--- src/rtl/pipeline_pkg.sv ---
// rtl/pipeline_pkg.sv - shared types and constants for the pipeline hazard controller
package pipeline_pkg;

  localparam int ADDR_W_DEF = 5;
  localparam logic [4:0] REG_ZERO = 5'd0;

  typedef enum logic [1:0] {
    ST_RUN   = 2'd0,
    ST_STALL = 2'd1,
    ST_FLUSH = 2'd2
  } state_e;

endpackage

--- src/rtl/hazard_scoreboard.sv ---
// rtl/hazard_scoreboard.sv - three-slot in-flight write tracker with rs/rt match ports
module hazard_scoreboard
  import pipeline_pkg::*;
#(
  parameter int ADDR_W    = ADDR_W_DEF,
  parameter bit WB_BYPASS = 1'b1
) (
  input  logic              clk_i,
  input  logic              rst_ni,
  input  logic              issue_i,
  input  logic [ADDR_W-1:0] dst_i,
  input  logic [ADDR_W-1:0] rs_i,
  input  logic [ADDR_W-1:0] rt_i,
  output logic              rs_match_o,
  output logic              rt_match_o
);

  localparam int NSLOT = 3;
  localparam logic [ADDR_W-1:0] ZERO = ADDR_W'(REG_ZERO);
  // Slot 0 is EX, 1 is MEM, 2 is WB; WB drops out when the regfile forwards internally.
  localparam logic [NSLOT-1:0] SLOT_MASK = WB_BYPASS ? 3'b011 : 3'b111;

  logic [NSLOT-1:0]  vld_q, vld_d;
  logic [ADDR_W-1:0] addr_q [NSLOT];
  logic [ADDR_W-1:0] addr_d [NSLOT];

  always_comb begin
    vld_d     = {vld_q[NSLOT-2:0], issue_i};
    addr_d[0] = issue_i ? dst_i : ZERO;
    for (int i = 1; i < NSLOT; i++) begin
      addr_d[i] = addr_q[i-1];
    end
  end

  always_ff @(posedge clk_i or negedge rst_ni) begin
    if (!rst_ni) begin
      vld_q <= '0;
      for (int i = 0; i < NSLOT; i++) begin
        addr_q[i] <= ZERO;
      end
    end else begin
      vld_q  <= vld_d;
      addr_q <= addr_d;
    end
  end

  always_comb begin
    rs_match_o = 1'b0;
    rt_match_o = 1'b0;
    for (int i = 0; i < NSLOT; i++) begin
      if (SLOT_MASK[i] && vld_q[i]) begin
        if (addr_q[i] == rs_i) rs_match_o = 1'b1;
        if (addr_q[i] == rt_i) rt_match_o = 1'b1;
      end
    end
    if (rs_i == ZERO) rs_match_o = 1'b0;
    if (rt_i == ZERO) rt_match_o = 1'b0;
  end

endmodule

--- src/rtl/pipeline_hazard_ctrl.sv ---
// rtl/pipeline_hazard_ctrl.sv - RAW stall / branch flush scheduler for the 5-stage pipeline
module pipeline_hazard_ctrl
  import pipeline_pkg::*;
#(
  parameter int ADDR_W      = ADDR_W_DEF,
  parameter bit WB_BYPASS   = 1'b1,
  parameter int STALL_CNT_W = 16
) (
  input  logic                   CLOCK,
  input  logic                   RESET_N,
  input  logic                   ID_Valid,
  input  logic [ADDR_W-1:0]      ID_RSAddr,
  input  logic [ADDR_W-1:0]      ID_RTAddr,
  input  logic                   ID_UsesRS,
  input  logic                   ID_UsesRT,
  input  logic                   ID_RegWriteEN,
  input  logic [ADDR_W-1:0]      ID_DstAddr,
  input  logic                   EX_BranchTaken,
  output logic                   PC_WriteEN,
  output logic                   IFID_WriteEN,
  output logic                   IFID_Flush,
  output logic                   IDEX_Bubble,
  output logic [1:0]             State,
  output logic [STALL_CNT_W-1:0] StallCount
);

  localparam logic [ADDR_W-1:0] ZERO = ADDR_W'(REG_ZERO);

  logic rs_match, rt_match, hazard, flush, stall, issue;
  state_e state_q, state_d;
  logic [STALL_CNT_W-1:0] cnt_q, cnt_d;

  assign hazard = ID_Valid & ((ID_UsesRS & rs_match) | (ID_UsesRT & rt_match));
  assign flush  = EX_BranchTaken;
  assign stall  = hazard & ~flush;
  // A stalled or wrong-path instruction must not claim a scoreboard slot.
  assign issue  = ID_Valid & ID_RegWriteEN & (ID_DstAddr != ZERO) & ~hazard & ~flush;

  hazard_scoreboard #(
    .ADDR_W    (ADDR_W),
    .WB_BYPASS (WB_BYPASS)
  ) u_scoreboard (
    .clk_i      (CLOCK),
    .rst_ni     (RESET_N),
    .issue_i    (issue),
    .dst_i      (ID_DstAddr),
    .rs_i       (ID_RSAddr),
    .rt_i       (ID_RTAddr),
    .rs_match_o (rs_match),
    .rt_match_o (rt_match)
  );

  always_comb begin
    state_d      = ST_RUN;
    PC_WriteEN   = 1'b1;
    IFID_WriteEN = 1'b1;
    IFID_Flush   = 1'b0;
    IDEX_Bubble  = 1'b0;
    if (flush) begin
      state_d     = ST_FLUSH;
      IFID_Flush  = 1'b1;
      IDEX_Bubble = 1'b1;
    end else if (hazard) begin
      state_d      = ST_STALL;
      PC_WriteEN   = 1'b0;
      IFID_WriteEN = 1'b0;
      IDEX_Bubble  = 1'b1;
    end
    if (!RESET_N) begin
      PC_WriteEN   = 1'b0;
      IFID_WriteEN = 1'b0;
      IFID_Flush   = 1'b1;
      IDEX_Bubble  = 1'b1;
    end
  end

  assign cnt_d = (stall && (cnt_q != '1)) ? cnt_q + STALL_CNT_W'(1) : cnt_q;

  always_ff @(posedge CLOCK or negedge RESET_N) begin
    if (!RESET_N) begin
      state_q <= ST_RUN;
      cnt_q   <= '0;
    end else begin
      state_q <= state_d;
      cnt_q   <= cnt_d;
    end
  end

  assign State      = state_q;
  assign StallCount = cnt_q;

endmodule
--- config.mk ---
export PLATFORM = sky130hd
export DESIGN_NAME = pipeline_hazard_ctrl
export DESIGN_NICKNAME = d
export VERILOG_FILES = /design/src/rtl/pipeline_pkg.sv /design/src/rtl/hazard_scoreboard.sv /design/src/rtl/pipeline_hazard_ctrl.sv
export SDC_FILE = /design/constraint.sdc
export NUM_CORES = 1
export LEC_CHECK = 0
export BUFFER_PORTS_ARGS = -buffer_cell sky130_fd_sc_hd__buf_2
export CORE_MARGIN = 2
export CORE_UTILIZATION = 40
export DETAILED_ROUTE_END_ITERATION = 10
export HOLD_SLACK_MARGIN = 0.12
export PLACE_DENSITY = 0.62
export SLEW_MARGIN = 40
export SYNTH_ARGS = -nofsm -noshare
export SYNTH_HDL_FRONTEND = slang
export SYNTH_SLANG_ARGS = --single-unit
--- constraint.sdc ---
create_clock -name CLOCK -period 2.1 [get_ports CLOCK]
set_clock_uncertainty 0.05 [all_clocks]
set_input_delay 0.105 -clock CLOCK [delete_from_list [all_inputs] [get_ports CLOCK]]
set_output_delay 0.105 -clock CLOCK [all_outputs]
set_load 0.02 [all_outputs]
=== Word level (Yosys, flattened, before mapping) ===
Index checks and enable logic that the tools add are counted.

* Add/sub/neg operators: 1
* Eq/ne operators: 5
* Mux-type cells: 21
* Bitwise logic cells: 11
* Reductions and logical operators: 4

{| class="wikitable"
|+ Operator list
! cell !! number
|-
| $eq A5 B5 Y1 || 4
|-
| $mux W1 || 19
|-
| $add A16 B1 Y16 const B || 1
|-
| $ne A16 B16 Y1 const B || 1
|-
| $logic_not A5 Y1 || 2
|-
| $and A1 B1 Y1 || 8
|-
| $mux W5 || 1
|-
| $reduce_bool A5 Y1 || 1
|-
| $mux W2 || 1
|-
| $not A1 Y1 || 2
|-
| $logic_and A1 B1 Y1 || 1
|-
| $or A1 B1 Y1 || 1
|}

* Flip-flop bits (word level): 30
* Input port bits: 22
* Word-level logic and storage cells: 47

=== Logic depth before layout (Yosys ltp) ===
Gate-level depths: netlist of the first run.

* Word-level depth: 13
* Mapped depth: 7

=== Cells and area by module ===
From an unflattened synthesis of the first run, not the netlist that was laid out.

* Cells, all modules: 134
* Area total of the unflattened synthesis: 1562.7 µm²

{| class="wikitable"
|+ Modules (own cells, without submodules)
! module !! instances !! cells an instance !! area each (µm²) !! seq. area each (µm²)
|-
| pipeline_hazard_ctrl || 1 || 83 || 965.9 || 450.4
|-
| hazard_scoreboard || 1 || 51 || 596.8 || 300.3
|}

=== Worst setup path after synthesis of the first run ===
Ideal clock, no wire load.

* Path type: reg2reg
* Start: register cnt_q[6], in the netlist StallCount[6]
* End: register cnt_q[1], in the netlist StallCount[1]
* Library setup time: 0.125 ns
* Arrival time: 1.756 ns
* Required time: 1.925 ns
* Setup slack: 0.169 ns
* Cell stages (with the launch flop): 6
* Path buffers: 0
* Period minus slack after synthesis: 1.931 ns
* Cell sequence: dfrtp_1 and4_1 nand4_1 o31ai_2 nor2_2 mux2_4

* Cells in the longest elaborated chain, start to end: 2

{| class="wikitable"
|+ RTL lines
! item !! RTL line !! text
|-
| from (decl) || pipeline_hazard_ctrl.sv:31 || <nowiki>logic [STALL_CNT_W-1:0] cnt_q, cnt_d;</nowiki>
|-
| from (signal assigned) || pipeline_hazard_ctrl.sv:85 || <nowiki>cnt_q <= cnt_d;</nowiki>
|-
| $ne A16 B16 Y1 || pipeline_hazard_ctrl.sv:77 || <nowiki>assign cnt_d = (stall && (cnt_q != '1)) ? cnt_q + STALL_CNT_W'(1) : cnt_q;</nowiki>
|-
| $logic_and A1 B1 Y1 || pipeline_hazard_ctrl.sv:77 ||
|}

No other way between the ends.
A chain may end at the register's enable or synchronous reset.

=== Worst setup path in the final report of the first run ===
* Start: register u_scoreboard.addr_q (netlist bit u_scoreboard.addr_d[5])
* End: register cnt_q[8], in the netlist StallCount[8]

* Cells in the longest elaborated chain, start to end: 11
* Elaborated cells between the ends (all ways): 18

{| class="wikitable"
|+ RTL lines
! item !! RTL line !! text
|-
| from (decl) || hazard_scoreboard.sv:24 || <nowiki>logic [ADDR_W-1:0] addr_q [NSLOT];</nowiki>
|-
| from (signal assigned) || hazard_scoreboard.sv:43 || <nowiki>addr_q <= addr_d;</nowiki>
|-
| $eq A5 B5 Y1, on equally long branches || hazard_scoreboard.sv:52, hazard_scoreboard.sv:53 ||
|-
| $mux W1, on equally long branches || hazard_scoreboard.sv:52, hazard_scoreboard.sv:53 ||
|-
| $mux W1 || hazard_scoreboard.sv:51 || <nowiki>if (SLOT_MASK[i] && vld_q[i]) begin</nowiki>
|-
| $mux W1, on equally long branches || hazard_scoreboard.sv:52, hazard_scoreboard.sv:53 ||
|-
| $mux W1 || hazard_scoreboard.sv:51 ||
|-
| $mux W1, on equally long branches || hazard_scoreboard.sv:56, hazard_scoreboard.sv:57 ||
|-
| $and A1 B1 Y1 || pipeline_hazard_ctrl.sv:33 || <nowiki>assign hazard = ID_Valid & ((ID_UsesRS & rs_match) | (ID_UsesRT & rt_match));</nowiki>
|-
| $or A1 B1 Y1 * || pipeline_hazard_ctrl.sv:33 ||
|-
| $and A1 B1 Y1 * || pipeline_hazard_ctrl.sv:33 ||
|-
| $and A1 B1 Y1 * || pipeline_hazard_ctrl.sv:35 || <nowiki>assign stall = hazard & ~flush;</nowiki>
|-
| $logic_and A1 B1 Y1 * || pipeline_hazard_ctrl.sv:77 ||
|}

Every way passes the cells marked *; elsewhere a longest branch is shown, timed or not.

==> impl_results.md, run 1 <==
- Post-Syn Instances: 137
- Pwr Total: 1.215 mW
- Vias in the first global route: 1,273
- Total number of H-tree levels: 2
- Post-DRT Antenna Nets: 0
- Slew Limit Fails: 0
- Die W: 65.55 um
- First-pass GRT wire length: 5837 um
- Setup tns final: 0 ns
- Crit path launch: u_scoreboard.addr_d[5]
- Worst Setup Slack, final: 0.1205 ns
- Sequential fraction of the synthesis area: 49.55%
- Data arrival, critical path: 2.14 ns
- Fin nets: 220
- Synth Area in Adders: 0.8258%
- Layout area overhead: 36.33%
- Worst path required time: 2.26 ns
- Post-route clock period utilization: 94.26%
- CTS buffer count: 5
- Root Buffer Master: clkbuf_8
- Fin area: 2066 um^2
- Drt total wl: 3653 um
- Synth Cell Area: 1515 um^2
- Die ar.: 4296 um^2
- # rows: 22
- LEAKAGE: 0.9993 nW
- Compound-Gate Fraction of Synth Area: 5.945%
- Mean Syn Cell Area: 11.06 um^2
- Final count of hold timing violations: 0
- Setup slack at placement: 0.09927 ns
- Worst-path clk slew: 0.06 ns
- Final Critical Period: 1.980 ns
- Die height: 65.55 um
- Initial DRC count: 53
- Grt peak-use layer: met2
- Reg area: 750.7 um^2
- Pre-Repair DR Iteration Count: 4
- Yosys reg bits: 30
- Fill cell count: 336
- Critical path type: register to register
- Max-Cap Viols: 0
- Initial antenna violation count: 0
- Layout cell share with drive strength beyond 1: 34.85%
- Diodes inserted: 0
- Final-report setup violation count: 0
- Met3 usage: 5.822%
- Met1 Use GR: 20.73%
- Synth Area in Simple Gates: 20.73%
- Hold Crit Class: input port to register
- Syn nets: 160
- DR vias/cell: 5.065
- CTS Sinks: 30
- Multi-input gate area: 819.5 um^2
- CORE AREA: 3661 um^2
- Largest net degree at the start of global routing: 29
- Placed Instances: 228
- Initial Utilization: 41.39%
- Met2 global-route usage: 33.29%
- R2R Path Start: u_scoreboard.addr_d[5]
- Total GRT Usage: 18.86%
- IO Port Bufs: 43
- Final core utilization: 56.43%
- Grt ovf: 0
- Yosys warns: 0
- Placer Congestion: 0.9102
- Largest family of logic cells by synthesized area: simple AND/OR/NAND/NOR gates
- Critical path launch point type: register
- IO Count: 44
- DP Area: 1803 um^2
- Min-Delay Startpoint: ID_UsesRT
- DR vias: 1,246
- Bufs on Longest Clock Path: 2
- Worst Tran Pin Value: 0.4662 ns
- Slew Limit Headroom: 68.92%
- Fin Hold WS: 0.1864 ns
- HPWL reported at the end of detailed placement: 2511 um
- Max Freq: 0.5052 GHz
- Worst Path Max Fanout: 10
- Number of library cell types mapped by synthesis: 31
- Drt wl/cell: 14.85 um
- Synth Area in XOR/XNOR: 20.23%
- # DRC: 0
- Mux contribution to synthesized area: 0.9909%
- Max rail drop VDD: 366.8 uV
- PD cells: 588.3 nW/um^2
- Post-Layout Cell Count: 246
- TritonCTS clock tree: built
- Endpoint class of the critical path: register
- Worst-Skew Late Latency: 0.29 ns
- Status: complete, no violations
[cells in the mapped netlist (all sizes together)]
master | n | area, um^2
inv | 1 | 3.750
nor2b | 1 | 6.260
nand2b | 2 | 12.51
and2 | 6 | 37.54
nor3 | 10 | 50.05
o31ai | 1 | 12.51
o22ai | 2 | 12.51
buf | 2 | 18.77
o21bai | 1 | 7.510
ha | 1 | 12.51
and4 | 2 | 17.52
o2111a | 1 | 12.51
nand3 | 4 | 20.02
xor2 | 14 | 122.6
nor3b | 1 | 7.510
nand4b | 1 | 8.760
mux2 | 1 | 15.01
a32oi | 1 | 27.53
o21a | 1 | 7.510
clkbuf | 1 | 3.750
o211a | 1 | 10.01
xnor2 | 21 | 183.9
dfrtp | 30 | 750.7
nand4 | 7 | 43.79
nor4 | 3 | 18.77
and3 | 1 | 6.260
or4 | 2 | 15.01
nand2 | 12 | 45.04
nor2 | 6 | 25.03
[critical path, cell delays in order (launching register included)]
cell     delay (ns)
dfrtp_1        0.42
xnor2_2        0.19
nand4_1        0.13
o22ai_2        0.24
a32oi_4        0.18
buf_4          0.21
nor4_2         0.32
xor2_1         0.17
[sequential cells by signal (all words and copies together) (netlist names)]
register / count
u_scoreboard.addr_d: 10
State: 2
u_scoreboard.vld_q: 2
StallCount: 16
[area by class of cell]
class	instances	share of cell area, %
clock buffers	7	4.179
clock inverters	1	0.2423
inverters	1	0.1817
multi-input cells	103	39.67
flip-flops and latches	30	36.34
well taps	48	2.907
repair buffers	56	16.47
[what timing repair did]
item / in CTS / in global routing
setup endpoints to repair: 3 / 8
pin swaps: 2 / 7
setup buffers: 2 / 0
resized for setup: 5 / 11
hold endpoints to repair: 37 / 0
hold buffers: 9 / 0
[routing by layer]
layer | share of wire [%] | vias to the layer above
li1 | - | 598
met1 | 39 | 604
met2 | 54 | 36
met3 | 5.6 | 8
met4 | 1.6 | 0
met5 | 0 | -
[kinds of logic (layout without fill, tap and decap cells)]
family / after synthesis / count (layout)
simple gates: 58 / 58
xor+xnor: 35 / 35
flops: 30 / 30
compound gates: 8 / 8
buf+inv: 4 / 65
fa+ha+maj: 1 / 1
mux: 1 / 1
[layout by cell type, fill, tap and decap left out, types with 4 or more instances in the layout]
| cell | netlist | final |
|---|---|---|
| xor2_1 | 14 | 14 |
| clkbuf_8 | 0 | 6 |
| buf_2 | 0 | 41 |
| nor3_1 | 10 | 9 |
| buf_4 | 1 | 6 |
| dlygate4sd3_1 | 0 | 9 |
| and2_1 | 6 | 6 |
| xnor2_1 | 21 | 20 |
| dfrtp_1 | 30 | 30 |
| nand2_1 | 12 | 12 |
| nand4_1 | 7 | 7 |
| nand3_1 | 4 | 4 |
| nor2_1 | 5 | 4 |
[where the power goes]
group | total (mW) | switching [mW] | internal [mW] | leakage (nW)
combinational | 0.139 | 0.0732 | 0.0659 | 0.538
clock | 0.479 | 0.215 | 0.264 | 0.0482
sequential | 0.598 | 0.00943 | 0.588 | 0.413
total | 1.22 | 0.298 | 0.918 | 0.999
[final timing paths]
kind,to,slack (ns),cells after the start
setup / recovery,StallCount[8],0.12,7
hold / removal,State[0],0.19,3
setup reg to reg,StallCount[8],0.12,7
hold reg to reg,u_scoreboard.vld_q[1],0.36,0
max in group asynchronous,State[1],1.17,3
min in group asynchronous,StallCount[0],0.37,3
Power figures use the tool's default switching activity.
==> run 2: changes to the inputs <==
- CORE_UTILIZATION: 40 -> 30
- PLACE_DENSITY: 0.62 -> 0.49
- SYNTH_HIERARCHICAL: not set -> 1
==> run 2 against run 1 <==
The run now ends with setup timing left. Synthesized cell count is 2.2% lower. Register-to-register slack worse by 0.14 ns. Clock power is 13% higher. Maximum frequency is 8.1% lower. Critical path depth is 2 higher. Critical endpoint is now IDEX_Bubble. Largest cell class unchanged.
==> impl_results.md, run 2 <==
- Top cell type by total area after synthesis: dfrtp_1
- Setup slack at placement: -0.2189 ns (-0.3182 ns)
- Worst Path Max Fanout: 2 (-8)
- PD cells: 570.8 nW/um^2 (-3.0%)
- Final Critical Period: 2.154 ns (+0.1742 ns)
- Root Buffer Master: clkbuf_8
- Failing checks: setup timing
- Largest net degree at the start of global routing: 18 (-38%)
- Slew Limit Fails: 0 (unchanged)
- Drt wl/cell: 13.38 um (-9.9%)
- # rows: 26 (+18%)
- Initial Utilization: 30.79% (-11 points)
- Die height: 76.18 um (+16%)
- CTS Sinks: 30 (unchanged)
- CORE AREA: 5075 um^2 (+39%)
- Die ar.: 5803 um^2 (+35%)
- Max rail drop VDD: 491.8 uV (+34%)
- Data arrival, critical path: 2.00 ns (-0.14 ns)
- Crit-path slowest cell: dfrtp_1
- Fin nets: 226 (+2.7%)
- Yosys reg bits: 30 (unchanged)
- Mean Syn Cell Area: 11.66 um^2 (+5.4%)
- Fin Hold WS: 0.2138 ns (+0.02744 ns)
- Pwr Total: 1.271 mW (+4.5%)
- Synth Cell Area: 1563 um^2 (+3.1%)
- DP Area: 1911 um^2 (+6.0%)
- Syn nets: 157 (-1.9%)
- Most frequent cells in the layout: 40 x buf_2, 30 x dfrtp_1, 18 x xor2_1
- TritonCTS clock tree: built
- Critical path launch point type: register
- Total GRT Usage: 13.31% (-5.5 points)
- DR vias: 1,290 (+3.5%)
- Crit path top cell by count: buf_4
- Slew Limit Headroom: 75.43% (+6.5 points)
- Critical path type: register to output pin
- Sequential fraction of the synthesis area: 48.04% (-1.5 points)
- Number of synthesized flops with an enable pin: 0 (unchanged)
- Initial DRC count: 69 (+30%)
- Worst path required time: 1.95 ns (-0.31 ns)
- CP max stage delay: 0.40 ns (-0.02 ns)
- Status: finished with violations
- Endpoint class of the critical path: output pin
- Worst-Skew Late Latency: 0.28 ns (about the same)
- Grt ovf: 0 (unchanged)
- Worst-path clk slew: 0.06 ns (about the same)
- Total number of H-tree levels: 2 (unchanged)
- Drt total wl: 3666 um (+0.36%)
- RSZ-0062 raised after global routing: yes
- Max-Cap Viols: 0 (unchanged)
- Top post-synthesis cells by area: dfrtp_1 48%, xor2_1 10%, xnor2_1 9.5%, nand4_1 3.6%, nor4_2 2.4%
- Final-report setup violation count: 6 (+6)
- Fin area: 2226 um^2 (+7.8%)
- Initial antenna violation count: 0 (unchanged)
- Final count of hold timing violations: 0 (unchanged)
- CTS buffer count: 5 (unchanged)
- FFs w/ async S/R, synth: 100.0% (unchanged)
- Final core utilization: 43.86% (-13 points)
- Post-route clock period utilization: 102.6% (+8.3 points)
- Post-synth top cells: 30 x dfrtp_1, 18 x xor2_1, 17 x xnor2_1, 9 x nand4_1, 7 x nand3_1
- HPWL reported at the end of detailed placement: 2797 um (+11%)
- Die W: 76.18 um (+16%)
- Critical path cell sequence: buf_4, xor2_1, nor4_2, nand3_1, a21oi_2, a22o_1, buf_4, a21o_1, buf_6
- DR vias/cell: 4.708 (-7.0%)
- First-pass GRT wire length: 6078 um (+4.1%)
- Layout cell share with drive strength beyond 1: 43.14% (+8.3 points)
- Worst Setup Slack, final: -0.05377 ns (-0.1742 ns)
- Number of library cell types mapped by synthesis: 36 (+16%)
- LEAKAGE: 1.074 nW (+7.4%)
- Most common cell in the netlist: dfrtp_1
- Bufs on Longest Clock Path: 2 (unchanged)
- IO Port Bufs: 43 (unchanged)
- Diodes inserted: 0 (unchanged)
- Max Freq: 0.4643 GHz (-8.1%)
- Yosys warns: 6 (+6)
- Post-synth top area share: 48.04% (-1.5 points)
- Post-Syn Instances: 134 (-2.2%)
- Pre-Repair DR Iteration Count: 4 (unchanged)
- IO Count: 44 (unchanged)
- Most used flip-flop cell after synthesis: dfrtp_1
- Largest register FFs: 16 (unchanged)
- # DRC: 0 (unchanged)
- Commonest non-fill, non-tap cell in the layout: buf_2
- Hold Crit Class: input port to asynchronous set/reset pin
- Vias in the first global route: 1,308 (+2.7%)
- Worst Tran Pin Value: 0.3685 ns (-0.09764 ns)
- Placer Congestion: 0.8646 (-5.0%)
- Post-DRT Antenna Nets: 0 (unchanged)
- Layout area overhead: 42.43%
## run 2: cell count changes in the layout (fill, tap and decap cells not counted), moves of 3 or more
cell      before  now
nand3_1        4    7
nor3_1         9    1
nand2_1       12    2
o211ai_1       0    3
xnor2_1       20   16
buf_4          6   10
and3_2         0    3
xor2_1        14   18
buf_6          0    5
a21oi_2        0    3
## run 2: final timing paths
kind	startpoint	endpoint	slack [ns]	cells after the start
max	u_scoreboard/addr_d[7]	IDEX_Bubble	-0.05	9
min	RESET_N	State[0]	0.21	2
max reg2reg	u_scoreboard/addr_d[6]	StallCount[1]	-0.02	9
min reg2reg	u_scoreboard/addr_d[9]	u_scoreboard/addr_d[4]	0.38	0
max in group asynchronous	RESET_N	StallCount[10]	1.24	3
min in group CLOCK	ID_Valid	State[0]	0.23	4
## run 2: cells by family (layout without fill, tap and decap cells)
logic type	count (synthesis)	in the layout	synth area share, %
compound gates	10	10	5.284
xor+xnor	35	35	19.62
fa+ha+maj	1	1	0.8005
buf+inv	2	72	0.7205
flops	30	30	48.04
mux	1	1	0.7205
simple gates	55	55	24.82
## run 2: through the flow
| stage | std cells | TNS [ns] |
|---|---|---|
| after detailed placement | 253 | -1.469 |
| after CTS | 274 | -0.2425 |
| after global routing | 274 | -1.853 |
| after global placement | 253 | -1.295 |
| after floorplan | 134 | 0 |
| final | 274 | -0.2013 |
## run 2: routing by layer
layer  up-vias  part of all wire [%]  track usage (%)
met2        25                    52            22.68
met4         0                   1.8            6.545
met5         -                     0                0
li1        616                     -                -
met3         7                   5.4            3.673
met1       642                    41            15.45
## run 2: final cells by class
class | count | area [um^2]
flip-flops and latches | 30 | 750.7
inverters | 1 | 3.754
well taps | 70 | 87.58
clock buffers | 8 | 110.1
fillers | 494 | 2849
repair buffers | 63 | 411.6
multi-input cells | 102 | 862.1
## run 2: repair_timing
item                       CTS  global route
pin swaps                   20            12
hold buffers                 8             0
resized for setup           15             5
setup buffers                5             0
gates cloned                 0             0
hold endpoints to repair    37             0
setup endpoints to repair   18            24
## run 2: where the power goes
part | internal [mW] | switching [mW]
sequential | 0.588 | 0.00945
combinational | 0.0631 | 0.0692
clock | 0.330 | 0.210
## run 2: critical path, delay by kind of cell (launching register included)
| family | cells | cell delay [ns] |
|---|---|---|
| AOI/OAI and AO/OA | 3 | 0.51 |
| xor gates and xnor gates | 1 | 0.16 |
| buffers and inverters | 3 | 0.39 |
| DFF | 1 | 0.40 |
| and+or+nand+nor | 2 | 0.26 |
==> run 3: changes to the inputs <==
- CORE_UTILIZATION: 30 -> 36
- PLACE_DENSITY: 0.49 -> 0.57
==> run 3 against run 2 <==
Total power up 0.78%. Maximum frequency down 4.2%. Register-to-register slack worse by 0.09 ns. Combinational power about the same. The flow still finishes with violations (setup timing). Sequential share of layout area up 0.72 points. Die area down 16%. Sequential cell count unchanged. Clock-buffer cell count unchanged. Via count down 0.85%. Clock power up 2%. Worst hold slack worse by 0.081 ns.
==> impl_results.md, run 3 (same netlist as run 2, synthesis figures left out) <==
- Status: finished with violations
- Failing checks: setup timing
- Fraction of power consumed by combinational cells: 10.2% (-0.2 points)
- LEAKAGE: 1.054 nW (-1.9%)
- Worst-path clk slew: 0.07 ns (about the same)
- Post-DRT Antenna Nets: 0 (unchanged)
- DR vias: 1,279 (-0.85%)
- HPWL reported at the end of detailed placement: 2683 um (-4.1%)
- Critical path launch point type: register
- Multi-input gate area: 863.3 um^2 (+0.15%)
- Initial Utilization: 38.24% (+7.4 points)
- Post-route clock period utilization: 107.1% (+4.5 points)
- Layout area overhead: 39.47%
- Worst Setup Slack, final: -0.1492 ns (-0.09546 ns)
- Commonest non-fill, non-tap cell in the layout: buf_2
- Initial antenna violation count: 0 (unchanged)
- Die height: 69.89 um (-8.3%)
- Drt wl/cell: 15.11 um (+13%)
- Drt total wl: 3793 um (+3.5%)
- Worst path required time: 1.95 ns (about the same)
- Grt ovf: 0 (unchanged)
- Placer Congestion: 0.7933 (-8.2%)
- Die W: 69.89 um (-8.3%)
- IO Port Bufs: 43 (unchanged)
- Root Buffer Master: clkbuf_8
- Slew Limit Fails: 0 (unchanged)
- Max rail drop VDD: 312.9 uV (-36%)
- First-pass GRT wire length: 6382 um (+5.0%)
- Largest register FFs: 16 (unchanged)
- Diodes inserted: 0 (unchanged)
- Max-Cap Viols: 0 (unchanged)
- Final-report setup violation count: 16 (+10)
- Hold Crit Class: input port to asynchronous set/reset pin
- Layout cell share with drive strength beyond 1: 41.79% (-1.3 points)
- Setup tns final: -1.250 ns (-1.048 ns)
- Vias in the first global route: 1,331 (+1.8%)
- P_int: 0.9793 mW (-0.26%)
- Share of total power in the clock network: 43.0% (+0.5 points)
- Fin nets: 223 (-1.3%)
- Reg area: 750.7 um^2 (unchanged)
- Psw: 0.3012 mW (+4.3%)
- Slew Limit Headroom: 77.67% (+2.2 points)
- Largest net degree at the start of global routing: 27 (+9)
- Most frequent cells in the layout: 40 x buf_2, 30 x dfrtp_1, 18 x xor2_1
- CTS Sinks: 30 (unchanged)
- Worst-Skew Late Latency: 0.28 ns (about the same)
- Sw Ratio: 23.52% (+0.79 points)
- Total GRT Usage: 16.66% (+3.3 points)
- Endpoint class of the critical path: output pin
- Fill cell count: 380 (-23%)
- Worst Path Max Fanout: 3 (+1)
- Register share of total power: 46.8% (-0.2 points)
- RSZ-0062 raised after global routing: yes
- Critical path type: register to output pin
- CTS buffer count: 5 (unchanged)
- Max Freq: 0.4446 GHz (-4.2%)
- IO Count: 44 (unchanged)
- Initial DRC count: 41 (-41%)
- # DRC: 0 (unchanged)
- # rows: 23 (-12%)
- Bufs on Longest Clock Path: 2 (unchanged)
- CORE AREA: 4086 um^2 (-19%)
- PD cells: 587.5 nW/um^2 (+2.9%)
- Data arrival, critical path: 2.09 ns (+0.09 ns)
- Pwr Total: 1.280 mW (+0.78%)
- TritonCTS clock tree: built
- Worst Tran Pin Value: 0.3324 ns (-0.03616 ns)
- Final Critical Period: 2.249 ns (+0.09546 ns)
- Total number of H-tree levels: 2 (unchanged)
- Die ar.: 4884 um^2 (-16%)
- DR vias/cell: 5.096 (+8.2%)
- Pre-Repair DR Iteration Count: 4 (unchanged)
- Final count of hold timing violations: 0 (unchanged)
run 3: timing repair:
action | in CTS | in global routing
gates cloned | 0 | 0
gates resized for setup | 15 | 5
endpoints found under the hold margin | 37 | 0
buffers inserted | 3 | 0
hold buffers | 8 | 0
pin swaps | 15 | 11
endpoints found under the setup margin | 17 | 25
run 3: power by group through the flow:
stage / Clock [mW] / Sequential, mW / Combinational (mW)
3_3_place_gp: 0 / 0.608 / 0.107
5_1_grt: 0.588 / 0.600 / 0.144
3_5_place_dp: 0 / 0.609 / 0.108
2_1_floorplan: 0 / 0.612 / 0.0458
4_1_cts: 0.566 / 0.598 / 0.127
6_report: 0.551 / 0.599 / 0.131
run 3: worst max-delay path, stage by stage, from the launching register on:
cell and delay, ns:
dfrtp_1 0.41, xor2_1 0.19, nor4_2 0.30, nand3_1 0.16, a21oi_2 0.22, a22o_1 0.19
buf_4 0.11, a21o_1 0.11, buf_6 0.11
run 3: layer usage:
layer / up-vias / global-route usage (%) / share of wire (%) / wire length, um
li1: 614 / - / - / -
met1: 611 / 21.97 / 46 / 1761
met2: 44 / 24.87 / 45 / 1693
met3: 10 / 5.051 / 6.2 / 237
met4: 0 / 8.120 / 2.6 / 100
met5: - / 0 / 0 / 0
run 3: final timing paths:
check,start,end,slack (ns),depth (start not counted)
setup / recovery,u_scoreboard/addr_d[9],IDEX_Bubble,-0.15,8
setup reg to reg,u_scoreboard/addr_d[9],StallCount[6],-0.11,9
hold / removal,RESET_N,State[1],0.13,2
max in group asynchronous,RESET_N,StallCount[4],1.29,3
hold reg to reg,u_scoreboard/addr_d[9],u_scoreboard/addr_d[4],0.40,0
min in group CLOCK,ID_Valid,State[0],0.22,4
run 3: area by class of cell:
type	instances	share of cell area [%]
sequential	30	34.44
inverter	1	0.1722
clock buffer	8	5.052
multi-input combinational	102	39.61
tap	50	2.870
timing repair buffer	60	17.85
run 3: stage by stage:
step	cell area, um^2	hold slack (ns)	util (%)	cells	setup WS (ns)
after floorplan	1563	-0.2406	-	134	0.02585
after global placement	1878	-0.1008	45.96	232	-0.1942
after detailed placement	1878	-0.09848	45.96	232	-0.1870
after CTS	2155	0.1348	52.73	251	-0.1152
after global routing	2180	0.1670	53.34	251	-0.2470
final	2180	0.1329	53.34	251	-0.1492
